$ cat config.mk
export PLATFORM = sky130hd
export DESIGN_NAME = filter_peak_sequencer
export DESIGN_NICKNAME = d
export VERILOG_FILES = /design/src/rtl/filter_peak_sequencer_pkg.sv /design/src/rtl/filter_peak_sequencer_sat_counter.sv /design/src/rtl/filter_peak_sequencer.sv
export SDC_FILE = /design/constraint.sdc
export NUM_CORES = 1
export LEC_CHECK = 0
export ABC_AREA = 1
export CAP_MARGIN = 5
export CORE_MARGIN = 2
export CORE_UTILIZATION = 58
export CTS_CLUSTER_DIAMETER = 200
export DETAILED_ROUTE_END_ITERATION = 8
export HOLD_SLACK_MARGIN = 0.12
export PLACE_DENSITY = 0.81
export SLEW_MARGIN = 20
export SYNTH_ARGS = -nofsm -noshare
export SYNTH_HDL_FRONTEND = slang
export SYNTH_HIERARCHICAL = 1
export SYNTH_SLANG_ARGS = --single-unit
$ cat constraint.sdc
create_clock -name clk -period 2.85 [get_ports clk]
set_input_delay 0.4275 -clock clk [delete_from_list [all_inputs] [get_ports clk]]
set_output_delay 0.4275 -clock clk [all_outputs]
set_load 0.005 [all_outputs]
$ cat src/rtl/filter_peak_sequencer_pkg.sv
// Shared types and defaults for the pulse peak sequencer that follows the shaping filter.
package filter_peak_sequencer_pkg;

    localparam int SIZE_FILTER_DATA = 15;
    localparam int DATA_W           = SIZE_FILTER_DATA + 1;

    localparam int PEAK_WINDOW_DEF  = 13;
    localparam int HOLDOFF_DEF      = 16;

    typedef enum logic [2:0] {
        IDLE,
        ARMED,
        RISE,
        OUT,
        DEAD
    } peak_seq_state_t;

    // States in which a new crossing cannot be recorded.
    function automatic logic is_busy(input peak_seq_state_t s);
        return (s == RISE) || (s == OUT) || (s == DEAD);
    endfunction

endpackage

$ cat src/rtl/filter_peak_sequencer_sat_counter.sv
// Saturating incrementer; holds at all-ones instead of wrapping.
module sat_counter #(
    parameter int WIDTH = 16
) (
    input  logic             clk,
    input  logic             reset,
    input  logic             inc,
    output logic [WIDTH-1:0] count
);

    always_ff @(posedge clk or negedge reset) begin
        if (!reset)
            count <= '0;
        else if (inc && (count != '1))
            count <= count + 1'b1;
    end

endmodule

$ cat src/rtl/filter_peak_sequencer.sv
// Arms on a rising threshold crossing, scans a fixed window for the pulse maximum,
// hands one amplitude/timestamp record per pulse over valid/ready, then enforces dead-time.
module filter_peak_sequencer
    import filter_peak_sequencer_pkg::*;
#(
    parameter int PEAK_WINDOW = PEAK_WINDOW_DEF,
    parameter int HOLDOFF     = HOLDOFF_DEF,
    parameter int TS_WIDTH    = 32,
    parameter int LOST_WIDTH  = 16
) (
    input  logic                  clk,
    input  logic                  reset,
    input  logic                  enable,
    input  logic [DATA_W-1:0]     threshold,
    input  logic [DATA_W-1:0]     filter_data,
    output logic                  event_valid,
    input  logic                  event_ready,
    output logic [DATA_W-1:0]     event_amplitude,
    output logic [TS_WIDTH-1:0]   event_time,
    output logic                  busy,
    output logic [LOST_WIDTH-1:0] lost_count
);

    localparam int WIN_W  = 8;
    localparam int HOLD_W = (HOLDOFF < 1) ? 1 : $clog2(HOLDOFF + 1);

    peak_seq_state_t     state;
    logic [DATA_W-1:0]   prev;
    logic [DATA_W-1:0]   peak;
    logic [TS_WIDTH-1:0] ts;
    logic [TS_WIDTH-1:0] peak_time;
    logic [WIN_W-1:0]    win;
    logic [HOLD_W-1:0]   hold;

    logic                crossing;
    logic                rise_hit;
    logic [DATA_W-1:0]   next_peak;
    logic [TS_WIDTH-1:0] next_time;

    assign crossing  = (filter_data > threshold) && (prev <= threshold);
    // Strict compare: on a plateau the earliest sample keeps the timestamp.
    assign rise_hit  = filter_data > peak;
    assign next_peak = rise_hit ? filter_data : peak;
    assign next_time = rise_hit ? ts : peak_time;

    always_ff @(posedge clk or negedge reset) begin
        if (!reset) begin
            prev <= '0;
            ts   <= '0;
        end else begin
            prev <= filter_data;
            ts   <= ts + 1'b1;
        end
    end

    always_ff @(posedge clk or negedge reset) begin
        if (!reset) begin
            state           <= IDLE;
            peak            <= '0;
            peak_time       <= '0;
            win             <= '0;
            hold            <= '0;
            event_valid     <= 1'b0;
            event_amplitude <= '0;
            event_time      <= '0;
            busy            <= 1'b0;
        end else begin
            case (state)
                IDLE: begin
                    if (enable)
                        state <= ARMED;
                end
                ARMED: begin
                    if (!enable) begin
                        state <= IDLE;
                    end else if (crossing) begin
                        peak      <= filter_data;
                        peak_time <= ts;
                        win       <= WIN_W'(PEAK_WINDOW - 1);
                        busy      <= 1'b1;
                        if (PEAK_WINDOW == 1) begin
                            state           <= OUT;
                            event_valid     <= 1'b1;
                            event_amplitude <= filter_data;
                            event_time      <= ts;
                        end else begin
                            state <= RISE;
                        end
                    end
                end
                RISE: begin
                    if (!enable) begin
                        state <= IDLE;
                        busy  <= 1'b0;
                    end else begin
                        peak      <= next_peak;
                        peak_time <= next_time;
                        win       <= win - WIN_W'(1);
                        // win==1 means this cycle carries the last sample of the window.
                        if (win == WIN_W'(1)) begin
                            state           <= OUT;
                            event_valid     <= 1'b1;
                            event_amplitude <= next_peak;
                            event_time      <= next_time;
                        end
                    end
                end
                OUT: begin
                    // A pending record is always delivered, even with enable low.
                    if (event_ready) begin
                        event_valid <= 1'b0;
                        if (!enable) begin
                            state <= IDLE;
                            busy  <= 1'b0;
                        end else if (HOLDOFF == 0) begin
                            state <= ARMED;
                            busy  <= 1'b0;
                        end else begin
                            state <= DEAD;
                            hold  <= HOLD_W'(HOLDOFF);
                        end
                    end
                end
                DEAD: begin
                    if (!enable) begin
                        state <= IDLE;
                        busy  <= 1'b0;
                    end else if (hold <= HOLD_W'(1)) begin
                        state <= ARMED;
                        busy  <= 1'b0;
                    end else begin
                        hold <= hold - HOLD_W'(1);
                    end
                end
                default: begin
                    state <= IDLE;
                    busy  <= 1'b0;
                end
            endcase
        end
    end

    sat_counter #(
        .WIDTH(LOST_WIDTH)
    ) u_lost (
        .clk  (clk),
        .reset(reset),
        .inc  (crossing && is_busy(state)),
        .count(lost_count)
    );

endmodule

# [Word-level counts from Yosys, hierarchy flattened]
# Index checks and enable logic that the tools add are counted.
[totals] regBits=178 in_bits=36 elab_cells=94
[op_classes] add_sub_neg=4 magnitude_cmp=4 eq_ne=18 mux=40 n_bitwise=1 n_reduce_logical=15
[op_table] op="2-to-1 mux 32 bit" n=4
[op_table] op="2-to-1 mux 16 bit" n=4
[op_table] op="one-hot mux 32 bit (2 select lines)" n=1
[op_table] op="adder 32 x 1 -> 32 bit (second input constant)" n=1
[op_table] op="greater-than comparator 16 bit" n=2
[op_table] op="one-hot mux 16 bit (2 select lines)" n=1
[op_table] op="2-to-1 mux 3 bit" n=9
[op_table] op="2-to-1 mux 8 bit" n=3
[op_table] op="2-to-1 mux 5 bit" n=4
[op_table] op="!= test 2 bit (second input constant)" n=9
[op_table] op="adder 16 x 1 -> 16 bit (second input constant)" n=1
[op_table] op="<= comparator 16 bit" n=1
[op_table] op="!= test 16 bit (second input constant)" n=1
[op_table] op="one-hot mux 8 bit (2 select lines)" n=1
[op_table] op="one-hot mux 3 bit (5 select lines)" n=1
[op_table] op="AND reduction 5 bit" n=3
[op_table] op="one-hot mux 5 bit (2 select lines)" n=1
[op_table] op="2-to-1 mux 1 bit" n=9
[op_table] op="!= test 3 bit (second input constant)" n=3
[op_table] op="equality test 8 x 1 -> 1 bit (second input constant)" n=1
[op_table] op="AND reduction 4 bit" n=2
[op_table] op="subtractor 8 x 1 -> 8 bit (second input constant)" n=1
[op_table] op="equality test 3 x 2 -> 1 bit (second input constant)" n=2
[op_table] op="nonzero test 2 bit" n=3
[op_table] op="11 further kinds" n=14

# [Longest topological paths before layout]
# Gate-level depths: netlist (run 1).
[logic_depth] word_depth=5 mapped_depth=20 ltp_nobuf=20

# [Cells and area by module]
# Netlist (run 1), hierarchy kept.
[modules_own_cells] mod="filter_peak_sequencer" n_inst=1 cells_per_inst=1244 area_each_um2=9344.0 seq_area_each_um2=4053.9
[modules_own_cells] mod="sat_counter" n_inst=1 cells_per_inst=163 area_each_um2=1069.8 seq_area_each_um2=400.4

# [Worst setup path before layout (run 1)]
# OpenSTA, ideal clock, no wires.
[synth_path] path_type="in2reg" from="input threshold[15]" to="register u_lost.count[15]" arrival_ns=2.183 required_ns=2.733 setup_slack_ns=0.551 stages=15 path_buffers=0 cell_sequence="inv_1 -> ha_1 -> nand4_1 -> nor3_1 -> nand2_1 -> a21boi_1 -> nand2_1 -> a21oi_1 -> inv_1 -> nor2_1 -> nand3_1 -> nor2_1 -> nand2_1 -> nand2_1 -> nand2_1"
[synth_via] elab_chain_cells=4 elab_cells_between_ends=5
[synth_rtl] item="start: declaration" line_no="filter_peak_sequencer.sv:14" text="input logic [DATA_W-1:0] threshold,"
[synth_rtl] item="greater-than comparator 16 bit or <= comparator 16 bit (tied branches)" line_no="filter_peak_sequencer.sv:40" text="assign crossing = (filter_data > threshold) && (prev <= threshold);"
[synth_rtl] item="logical AND 1 bit *" line_no="filter_peak_sequencer.sv:40"
[synth_rtl] item="logical AND 1 bit *" line_no="filter_peak_sequencer.sv:148" text=".inc (crossing && is_busy(state)),"
[synth_rtl] item="logical AND 1 bit *" line_no="filter_peak_sequencer_sat_counter.sv:14" text="else if (inc && (count != '1))"
[synth_rtl] item="end signal: assignment" line_no="filter_peak_sequencer_sat_counter.sv:15" text="count <= count + 1'b1;"
[synth_rtl] item="end: declaration" line_no="filter_peak_sequencer_sat_counter.sv:8" text="output logic [WIDTH-1:0] count"
# Mark *: on every way between the ends. The rest lies on a longest branch, timed or not.
# A chain may end at the register's enable or synchronous reset.

# [Worst setup path in the final report (run 1)]
[layout_path] from="input filter_data[11]" to="register u_lost.count[15]"
[layout_via] elab_chain_cells=4
[layout_rtl] item="start: declaration" line_no="filter_peak_sequencer.sv:15" text="input logic [DATA_W-1:0] filter_data,"
[layout_rtl] item="greater-than comparator 16 bit" line_no="filter_peak_sequencer.sv:40"
[layout_rtl] item="logical AND 1 bit" line_no="filter_peak_sequencer.sv:40"
[layout_rtl] item="logical AND 1 bit" line_no="filter_peak_sequencer.sv:148"
[layout_rtl] item="logical AND 1 bit" line_no="filter_peak_sequencer_sat_counter.sv:14"
# No other way between the ends.

==> summary.txt, run 1 <==
Synth
  – Seq/Total Area, Yosys: 42.8%
  – Yosys warns: 6
  – Post-synthesis cell count: 1407
  – Synth Net Count: 1497
  – Post-Syn Area per Cell: 7.40 um^2
  – Yosys reg bits: 178
  – Mapped Area: 10400 um^2
  – Synth cell types: 39

Clocking
  – Post-CTS setup buffers: 0
  – CTS tree: yes
  – Clock transition at path regs: 0.06 ns
  – Total CTS buffers: 17
  – Clk sinks: 178
  – Post-CTS sizing: 0
  – Hold-fix buffers, CTS: 1
  – H-tree depth: 4
  – CTS max path bufs: 2
  – Clock latency on the worst-skew pair: 0.43 ns
  – Root Driver: clkbuf_16

Run
  – Max-Cap Viols: 0

Die
  – Initial core utilization: 59.8%
  – Row count: 48
  – Die height: 138 um
  – Die area: 19000 um^2
  – IO Count: 102
  – Die width: 138 um
  – Core area: 17400 um^2

Setup path
  – CP Max Fanout: 5
  – Critical path arrival: 2.87 ns
  – Critical path capture point type: flip-flop
  – Crit Path Category: primary input to flip-flop
  – Critical path data required time: 3.17 ns
  – Setup crit start kind: primary input

Placement
  – GPL Wtd Cong: 0.875
  – Port-buffer cells: 101
  – DP HPWL: 16700 um

Route
  – Vias per inst: 5.35
  – DRT antenna net count: 0
  – Avg WL per Cell: 14.4 um
  – Via count: 9380
  – Drt initial violations: 777
  – Residual DRC: 0
  – Total wire length: 25200 um
  – Detailed Routing Iterations Pass 1: 6

STA
  – Final period util: 89.3%
  – # setup viols final: 0
  – Rel. slew slack: 57.7%
  – Tmin final: 2.55 ns
  – Fmax: 0.393 GHz
  – Slew Viols, Final: 0
  – Worst slew pin tran: 0.634 ns
  – Clk_skew: 0.00918 ns
  – Final Hold Slack: 0.479 ns
  – Hold Vio Cnt, Final: 0
  – RSZ-0062 raised after global routing: no

Final layout
  – Layout area overhead: 19.1%
  – # diodes: 0
  – Fraction of layout cells with a size suffix above 1: 7.46%
  – Layout Nets: 1608
  – Layout fillers: 1422
  – Multi-input logic area: 5050 um^2
  – Most frequent cells in the layout: 508 x nand2_1, 230 x nand3_1, 178 x dfrtp_1
  – Commonest non-fill, non-tap cell in the layout: nand2_1
  – Register area: 4450 um^2

GRT
  – Vias in the first global route: 9078
  – Global route total overflow: 0
  – Initial antenna violation count: 0
  – Largest net degree at the start of global routing: 67
  – GRT Util Overall: 28.1%
  – First-pass GRT wire length: 42600 um

Pwr
  – P_leak: 6.55 nW
  – PwrDens: 784 nW/um^2
  – Peak supply drop: 0.000589 V
  – Total power: 9.73 mW

Outcome
  – Status: finished, final reports clean

Worst hold path
  – Hold Path Class: flip-flop to flip-flop
==> cell families after synthesis <==
kind of cell | share of synthesized area (%)
buffers and inverters | 8.82
XOR/XNOR | 3.36
flip-flops | 42.8
AO/OA/AOI/OAI | 2.43
adder cells (fa/ha/maj) | 6.49
AND/OR/NAND/NOR | 36.1
==> routing by layer <==
layer / vias to the layer above / GRT usage (%) / part of all wire (%)
li1: 4665 / - / -
met2: 286 / 46.8 / 47
met5: - / 0 / 0
met4: 0 / 9.18 / 1.7
met1: 4380 / 37.8 / 46
met3: 49 / 4.46 / 5.5
==> worst max-delay path, stage by stage <==
cell             delay, ns
clkdlybuf4s50_1       0.51
ha_1                  0.36
nand2_1               0.06
nor3_1                0.29
nand2_1               0.10
a21boi_1              0.19
nand2_1               0.10
a21oi_1               0.15
buf_4                 0.15
inv_1                 0.05
nor2_1                0.09
nand3_1               0.07
nor2_1                0.14
nand2_1               0.07
nand2_1               0.05
nand2_1               0.04
==> where the power goes <==
group / switching [mW] / internal [mW] / leakage [nW]
clock network: 0.940 / 1.30 / 0.267
registers: 0.467 / 3.21 / 2.35
logic: 2.21 / 1.60 / 3.93
==> sequential cells by signal (all words and copies together) (netlist names) <==
name	count
event_time	32
peak_time	32
ts	32
event_amplitude	16
peak	16
prev	16
u_lost/count	16
win	8
hold	5
state	3
busy	1
event_valid	1
==> area by class of cell <==
type / count / area share, %
Tap cell: 225 / 2.27
Sequential cell: 178 / 35.9
Timing Repair Buffer: 145 / 11.3
Inverter: 175 / 5.29
Clock buffer: 25 / 4.07
Clock inverter: 4 / 0.403
Multi-Input combinational cell: 1001 / 40.7
==> Yosys cell counts, drive strengths merged <==
cell type,number,area [um^2]
nor4,6,43.8
buf,39,209
o21ai,14,77.6
nor2,69,324
nand4,15,93.8
o21bai,1,7.51
clkbuf,14,52.6
xnor2,3,26.3
nor3,18,116
ha,54,676
and2,1,6.26
o21a,2,15.0
or2,2,12.5
nand3b,2,15.0
nand2,514,1950
xor2,37,324
inv,174,653
clkinv,1,3.75
o22ai,1,6.26
nand3,236,1200
a21o,1,7.51
dfrtp,178,4450
a21boi,1,7.51
a21oi,24,131
==> path summary, 6_finish.rpt <==
path	from	to	slack, ns	depth (start not counted)
worst min register to register	event_time[22]	event_time[22]	0.48	2
min in group asynchronous	reset	event_valid	0.56	2
worst min-delay path	event_time[22]	event_time[22]	0.48	2
worst max-delay path	filter_data[11]	u_lost/count[15]	0.30	16
worst max register to register	peak[11]	peak_time[14]	0.61	13
max in group asynchronous	reset	event_amplitude[6]	1.44	3
==> per-stage QoR <==
step	setup WS [ns]	util, %	area (um^2)	setup TNS, ns	std cells
after floorplan	0.551	-	10400	0	1407
after global placement	0.0191	68.0	11800	0	1723
after detailed placement	-0.0835	68.0	11800	-0.408	1723
after CTS	0.356	71.2	12400	0	1753
after global routing	0.0927	71.2	12400	0	1753
final	0.304	71.2	12400	0	1753
No activity file was read; power rests on OpenSTA's default activity.
==> run 2, diff against run 1 <==
--- a/config.mk
+++ b/config.mk
@@ -12,7 +12,7 @@
 export CTS_CLUSTER_DIAMETER = 200
 export DETAILED_ROUTE_END_ITERATION = 8
 export HOLD_SLACK_MARGIN = 0.12
-export PLACE_DENSITY = 0.81
+export PLACE_DENSITY = 0.83
 export SLEW_MARGIN = 20
 export SYNTH_ARGS = -nofsm -noshare
 export SYNTH_HDL_FRONTEND = slang
==> summary.txt, run 2 (synthesis results as in run 1) <==
Outcome
  – Status: finished, final reports clean (unchanged)

Final layout
  – Multi-input logic area: 5060 um^2 (was 5050 um^2)
  – Register area: 4450 um^2 (unchanged)
  – Layout area overhead: 19.9% (was 19.1%)
  – Largest regs: event_time x32, peak_time x32, ts x32 (unchanged)
  – Layout fillers: 1372 (was 1422)
  – Fraction of layout cells with a size suffix above 1: 7.66% (was 7.46%)
  – Most frequent cells in the layout: 508 x nand2_1, 230 x nand3_1, 178 x dfrtp_1 (unchanged)
  – Layout Nets: 1605 (was 1608)
  – Non-filler cells, final: 1753 (unchanged)
  – Commonest non-fill, non-tap cell in the layout: nand2_1 (unchanged)
  – # diodes: 0 (unchanged)

Die
  – Initial core utilization: 59.8% (unchanged)
  – Die height: 138 um (unchanged)
  – Die area: 19000 um^2 (unchanged)
  – Die width: 138 um (unchanged)
  – Row count: 48 (unchanged)
  – Core area: 17400 um^2 (unchanged)
  – IO Count: 102 (unchanged)

Placement
  – GPL Wtd Cong: 0.874 (was 0.875)
  – Post-Place Cells: 1720 (was 1723)
  – DP HPWL: 17400 um (was 16700 um)
  – Port-buffer cells: 101 (unchanged)

Route
  – Via count: 9618 (was 9380)
  – DRT antenna net count: 0 (unchanged)
  – Avg WL per Cell: 14.8 um (was 14.4 um)
  – Detailed Routing Iterations Pass 1: 6 (unchanged)
  – Drt initial violations: 769 (was 777)
  – Vias per inst: 5.49 (was 5.35)
  – Total wire length: 25900 um (was 25200 um)
  – Residual DRC: 0 (unchanged)

Clocking
  – H-tree depth: 4 (unchanged)
  – Post-CTS setup buffers: 0 (unchanged)
  – CTS tree: yes (unchanged)
  – Clk sinks: 178 (unchanged)
  – Root Driver: clkbuf_16 (unchanged)
  – CTS max path bufs: 2 (unchanged)
  – Clock transition at path regs: 0.07 ns (was 0.06 ns)
  – Clock latency on the worst-skew pair: 0.44 ns (was 0.43 ns)
  – Total CTS buffers: 17 (unchanged)

GRT
  – First-pass GRT wire length: 43400 um (was 42600 um)
  – GR Util met3: 4.97% (was 4.46%)
  – Largest net degree at the start of global routing: 75 (was 67)
  – Met2 Usage GRT: 47.3% (was 46.8%)
  – Global route total overflow: 0 (unchanged)
  – Routing usage on met1: 38.4% (was 37.8%)
  – Gr busiest metal: met2 (unchanged)
  – GRT Util Overall: 28.8% (was 28.1%)
  – Initial antenna violation count: 0 (unchanged)
  – Vias in the first global route: 9310 (was 9078)

STA
  – Clk_skew: 0.00981 ns (was 0.00918 ns)
  – Tmin final: 2.57 ns (was 2.55 ns)
  – Final TNS setup: 0 ns (unchanged)
  – Fmax: 0.389 GHz (was 0.393 GHz)
  – Hold Vio Cnt, Final: 0 (unchanged)
  – RSZ-0062 raised after global routing: no (unchanged)
  – Slew Viols, Final: 0 (unchanged)
  – Rel. slew slack: 52.8% (was 57.7%)
  – # setup viols final: 0 (unchanged)
  – Worst slew pin tran: 0.708 ns (was 0.634 ns)
  – Final period util: 90.3% (was 89.3%)

Setup path
  – Critical path capture point type: flip-flop (unchanged)
  – Critical path data required time: 3.18 ns (was 3.17 ns)
  – Slowest CP cell: clkdlybuf4s50_1 (unchanged)
  – Reg2Reg Setup Slack: 0.61 ns (about the same)
  – Worst r2r path cells: 18 (was 13)
  – FF-to-FF Start: prev[9] (was peak[11])
  – Setup crit start kind: primary input (unchanged)
  – Most used cell, CP: nand2_1 (unchanged)
  – Crit Path Category: primary input to flip-flop (unchanged)
  – CP cell instances: clkdlybuf4s50_1 -> ha_1 -> nand2_1 -> o21ai_0 -> nor2_1 -> a21boi_1 -> nand2_1 -> a21oi_1 -> buf_4 -> inv_1 -> nor2_1 -> nand3_1 -> nor2_1 -> nand2_1 -> nand2_1 -> nand2_1 (was clkdlybuf4s50_1 -> ha_1 -> nand2_1 -> nor3_1 -> nand2_1 -> a21boi_1 -> nand2_1 -> a21oi_1 -> buf_4 -> inv_1 -> nor2_1 -> nand3_1 -> nor2_1 -> nand2_1 -> nand2_1 -> nand2_1)
  – Worst path max stage delay: 0.55 ns (was 0.51 ns)
  – Worst R2R End: u_lost/count[15] (was peak_time[14])
  – CP Max Fanout: 5 (unchanged)
  – Critical path arrival: 2.90 ns (was 2.87 ns)

Pwr
  – Clock network power share: 24.9% (was 23.1%)
  – Peak supply drop: 0.000537 V (was 0.000589 V)
  – Comb pwr share: 38.5% (was 39.2%)
  – PwrDens: 801 nW/um^2 (was 784 nW/um^2)
  – Reg power frac: 36.6% (was 37.7%)
  – Int Pwr: 6.32 mW (was 6.11 mW)
  – Sw Ratio: 36.9% (was 37.2%)
  – P_leak: 6.57 nW (was 6.55 nW)
  – Switching pwr: 3.69 mW (was 3.62 mW)

Worst hold path
  – Hold Path Class: flip-flop to flip-flop (unchanged)
  – Hold Path End: event_time[16] (was event_time[22])
  – Critical hold path startpoint: event_time[16] (was event_time[22])
  – Hold depth: 2 (unchanged)

Run
  – Max-Cap Viols: 0 (unchanged)
-- run 2: cell count changes in the layout (fill, tap and decap cells not counted) --
| cell | previous run | this run |
|---|---|---|
| buf_12 | 5 | 7 |
| nor3_1 | 14 | 13 |
| buf_4 | 38 | 33 |
| nor3_2 | 3 | 4 |
| bufinv_16 | 1 | 4 |
| clkbuf_8 | 5 | 1 |
| clkinv_4 | 0 | 4 |
| clkinv_2 | 1 | 3 |
| clkbuf_1 | 3 | 1 |
-- run 2: how the worst max path moves through the flow --
| stage | from | cells past startpoint | slack [ns] | to |
|---|---|---|---|---|
| 2_1_floorplan | threshold[15] | 15 | 0.55 | u_lost/count[15] |
| 3_3_place_gp | filter_data[15] | 16 | -0.02 | u_lost/count[15] |
| 3_5_place_dp | filter_data[15] | 16 | -0.17 | u_lost/count[15] |
| 4_1_cts | filter_data[15] | 16 | 0.28 | u_lost/count[15] |
| 5_1_grt | filter_data[15] | 16 | 0.01 | u_lost/count[15] |
| 6_report | filter_data[15] | 16 | 0.28 | u_lost/count[15] |
-- run 2: area by class of cell --
type / count / area share, %
clock buffer: 19 / 3.55
clock inverter: 13 / 1.48
tap: 225 / 2.25
sequential: 178 / 35.7
timing repair buffer: 142 / 11.3
inverter: 175 / 5.26
multi-input combinational: 1001 / 40.5
-- run 2: power groups by stage --
stage	sequential [mW]	combinational, mW	clock, mW
5_1_grt	3.74	4.38	2.62
4_1_cts	3.65	3.86	2.52
3_5_place_dp	3.68	3.81	0
3_3_place_gp	3.67	3.64	0
2_1_floorplan	3.62	2.42	0
6_report	3.66	3.86	2.49
-- run 2: critical path: cells and delay by family --
family / cells / cell delay [ns]
fa+ha+maj: 1 / 0.39
buf+inv: 3 / 0.75
compound gates: 3 / 0.58
simple gates: 9 / 0.75
-- run 2: what timing repair did --
action / 4_1_cts / 5_1_grt
gates resized for setup: 0 / 1
endpoints found under the setup margin: 0 / 1
endpoints found under the hold margin: 72 / 0
hold buffers: 1 / 0
-- run 2: metal layers --
metal	vias up	wire length (um)
met3	58	1740
met1	4528	11200
li1	4671	-
met5	-	0
met4	0	520
met2	361	12500
-- run 2: stage by stage --
step | power [mW] | cell area [um^2] | worst slack (ns) | hold slack, ns | utilization [%]
2_1_floorplan | 6.04 | 10400 | 0.551 | 0.132 | -
3_3_place_gp | 7.31 | 11800 | -0.0212 | 0.464 | 68.0
3_5_place_dp | 7.49 | 11800 | -0.169 | 0.465 | 68.0
4_1_cts | 10.0 | 12500 | 0.280 | 0.482 | 71.7
5_1_grt | 10.7 | 12500 | 0.0142 | 0.491 | 71.7
6_report | 10.0 | 12500 | 0.276 | 0.478 | 71.7
==> run 3, diff against run 2 <==
--- a/config.mk
+++ b/config.mk
@@ -7,9 +7,8 @@
 export LEC_CHECK = 0
 export ABC_AREA = 1
 export CAP_MARGIN = 5
-export CORE_MARGIN = 2
 export CORE_UTILIZATION = 58
-export CTS_CLUSTER_DIAMETER = 200
+export CTS_CLUSTER_DIAMETER = 40
 export DETAILED_ROUTE_END_ITERATION = 8
 export HOLD_SLACK_MARGIN = 0.12
 export PLACE_DENSITY = 0.83
==> summary.txt, run 3 (synthesis results as in run 1) <==
Outcome
  – Status: finished, final reports clean (unchanged)

STA
  – Clk_skew: 0.00813 ns (was 0.00981 ns)
  – Hold Vio Cnt, Final: 0 (unchanged)
  – Fmax: 0.401 GHz (was 0.389 GHz)
  – Rel. slew slack: 54.9% (was 52.8%)
  – # setup viols final: 0 (unchanged)
  – Final TNS setup: 0 ns (unchanged)
  – Slew Viols, Final: 0 (unchanged)
  – Final period util: 87.5% (was 90.3%)
  – RSZ-0062 raised after global routing: no (unchanged)
  – Worst slew pin tran: 0.676 ns (was 0.708 ns)
  – Tmin final: 2.49 ns (was 2.57 ns)

Route
  – Vias per inst: 5.39 (was 5.49)
  – Avg WL per Cell: 14.5 um (was 14.8 um)
  – Total wire length: 25300 um (was 25900 um)
  – Residual DRC: 0 (unchanged)
  – Detailed Routing Iterations Pass 1: 5 (was 6)
  – DRT antenna net count: 0 (unchanged)
  – Via count: 9453 (was 9618)
  – Drt initial violations: 882 (was 769)

Setup path
  – Worst path max stage delay: 0.52 ns (was 0.55 ns)
  – Most used cell, CP: nand2_1 (unchanged)
  – Critical path capture point type: flip-flop (unchanged)
  – Critical path data required time: 3.18 ns (about the same)
  – Worst r2r path cells: 12 (was 18)
  – Setup crit start kind: primary input (unchanged)
  – Reg2Reg Setup Slack: 0.64 ns (was 0.61 ns)
  – Slowest CP cell: clkdlybuf4s50_1 (unchanged)
  – CP cell instances: clkdlybuf4s50_1 -> ha_1 -> nand4_1 -> nor3_1 -> nand2_1 -> a21boi_1 -> nand2_1 -> a21oi_1 -> buf_4 -> inv_1 -> nor2_1 -> nand3_1 -> nor2_1 -> nand2_1 -> nand2_1 -> nand2_1 (was clkdlybuf4s50_1 -> ha_1 -> nand2_1 -> o21ai_0 -> nor2_1 -> a21boi_1 -> nand2_1 -> a21oi_1 -> buf_4 -> inv_1 -> nor2_1 -> nand3_1 -> nor2_1 -> nand2_1 -> nand2_1 -> nand2_1)
  – Critical path arrival: 2.82 ns (was 2.90 ns)
  – FF-to-FF Start: peak[11] (was prev[9])
  – Crit Path Category: primary input to flip-flop (unchanged)
  – Worst R2R End: peak_time[0] (was u_lost/count[15])
  – CP Max Fanout: 5 (unchanged)

GRT
  – Vias in the first global route: 9162 (was 9310)
  – Global route total overflow: 0 (unchanged)
  – Initial antenna violation count: 0 (unchanged)
  – First-pass GRT wire length: 42600 um (was 43400 um)
  – Largest net degree at the start of global routing: 74 (was 75)
  – GRT Util Overall: 29.0% (was 28.8%)

Final layout
  – Commonest non-fill, non-tap cell in the layout: nand2_1 (unchanged)
  – Final core utilization: 71.5% (was 71.7%)
  – Largest regs: event_time x32, peak_time x32, ts x32 (unchanged)
  – # diodes: 0 (unchanged)
  – Most frequent cells in the layout: 508 x nand2_1, 230 x nand3_1, 178 x dfrtp_1 (unchanged)
  – Layout area overhead: 19.6% (was 19.9%)
  – Layout fillers: 1378 (was 1372)
  – Fraction of layout cells with a size suffix above 1: 7.72% (was 7.66%)
  – Layout Nets: 1606 (was 1605)

Placement
  – Port-buffer cells: 101 (unchanged)
  – GPL Wtd Cong: 0.893 (was 0.874)
  – DP HPWL: 17100 um (was 17400 um)

Pwr
  – P_leak: 6.57 nW (about the same)
  – Peak supply drop: 0.000643 V (was 0.000537 V)
  – Switching pwr: 3.70 mW (was 3.69 mW)
  – Reg power frac: 37.0% (was 36.6%)
  – PwrDens: 796 nW/um^2 (was 801 nW/um^2)
  – Clock network power share: 24.7% (was 24.9%)
  – Total power: 9.92 mW (was 10.0 mW)
  – Comb pwr share: 38.2% (was 38.5%)
  – Int Pwr: 6.22 mW (was 6.32 mW)
  – Sw Ratio: 37.3% (was 36.9%)

Worst hold path
  – Hold Path Class: flip-flop to flip-flop (unchanged)
  – Hold depth: 2 (unchanged)
  – Hold Path End: event_amplitude[15] (was event_time[16])
  – Critical hold path startpoint: event_amplitude[15] (was event_time[16])

Clocking
  – Root Driver: clkbuf_16 (unchanged)
  – Total CTS buffers: 17 (unchanged)
  – Clk sinks: 178 (unchanged)
  – H-tree depth: 4 (unchanged)
  – CTS max path bufs: 2 (unchanged)
  – Post-CTS setup buffers: 0 (unchanged)
  – Clock transition at path regs: 0.07 ns (about the same)
  – CTS tree: yes (unchanged)
  – Hold-fix buffers, CTS: 1 (unchanged)
  – Post-CTS sizing: 0 (unchanged)
  – Clock latency on the worst-skew pair: 0.44 ns (about the same)

Die
  – Row count: 48 (unchanged)
  – Initial core utilization: 59.8% (unchanged)
  – Die width: 136 um (was 138 um)
  – Die area: 18500 um^2 (was 19000 um^2)
  – Core area: 17400 um^2 (unchanged)
  – Die height: 136 um (was 138 um)
  – IO Count: 102 (unchanged)

Run
  – Max-Cap Viols: 0 (unchanged)
-- run 3: cell types whose count changed in the layout (fill, tap and decap cells not counted), moves of 2 or more --
cell / previous run / this run
clkinvlp_4: 2 / 0
buf_4: 33 / 36
inv_6: 0 / 4
buf_12: 7 / 5
-- run 3: critical path, delay by kind of cell --
family,cells,cell delay [ns]
compound gates,2,0.30
fa+ha+maj,1,0.37
buf+inv,3,0.72
simple gates,10,0.99
-- run 3: area by class of cell --
class / count / area (um^2) / area share, %
Clock buffer: 18 / 439 / 3.53
Tap cell: 225 / 282 / 2.26
Sequential cell: 178 / 4450 / 35.8
Inverter: 175 / 657 / 5.27
Clock inverter: 14 / 179 / 1.44
Multi-Input combinational cell: 1001 / 5050 / 40.6
Timing Repair Buffer: 143 / 1390 / 11.2
-- run 3: worst max-delay path by stage --
stage / start / to / cells after the start
final: filter_data[15] / u_lost/count[15] / 16
after global routing: filter_data[15] / u_lost/count[15] / 16
after CTS: filter_data[15] / u_lost/count[15] / 16
after detailed placement: filter_data[15] / u_lost/count[15] / 16
after global placement: filter_data[15] / u_lost/count[15] / 16
after floorplan: threshold[15] / u_lost/count[15] / 15
-- run 3: stage by stage --
stage          instance area [um^2]  setup WS [ns]  hold WS, ns  std cells
3_5_place_dp                  11800        -0.0852        0.464       1721
6_report                      12500          0.355        0.478       1754
3_3_place_gp                  11800        -0.0337        0.463       1721
4_1_cts                       12500          0.358        0.484       1754
2_1_floorplan                 10400          0.551        0.132       1407
5_1_grt                       12500         0.0602        0.495       1754
-- run 3: power by group through the flow --
stage          Combinational [mW]  Clock (mW)  Sequential, mW
5_1_grt                      4.29        2.59            3.75
3_5_place_dp                 3.74           0            3.70
4_1_cts                      3.79        2.49            3.66
6_report                     3.79        2.45            3.67
2_1_floorplan                2.42           0            3.62
3_3_place_gp                 3.59           0            3.67
-- run 3: layer usage --
layer	track usage (%)	up-vias	part of all wire, %
li1	-	4666	-
met1	37.6	4417	44
met2	49.3	324	49
met3	4.51	46	5.7
met4	10.2	0	1.7
met5	0	-	0
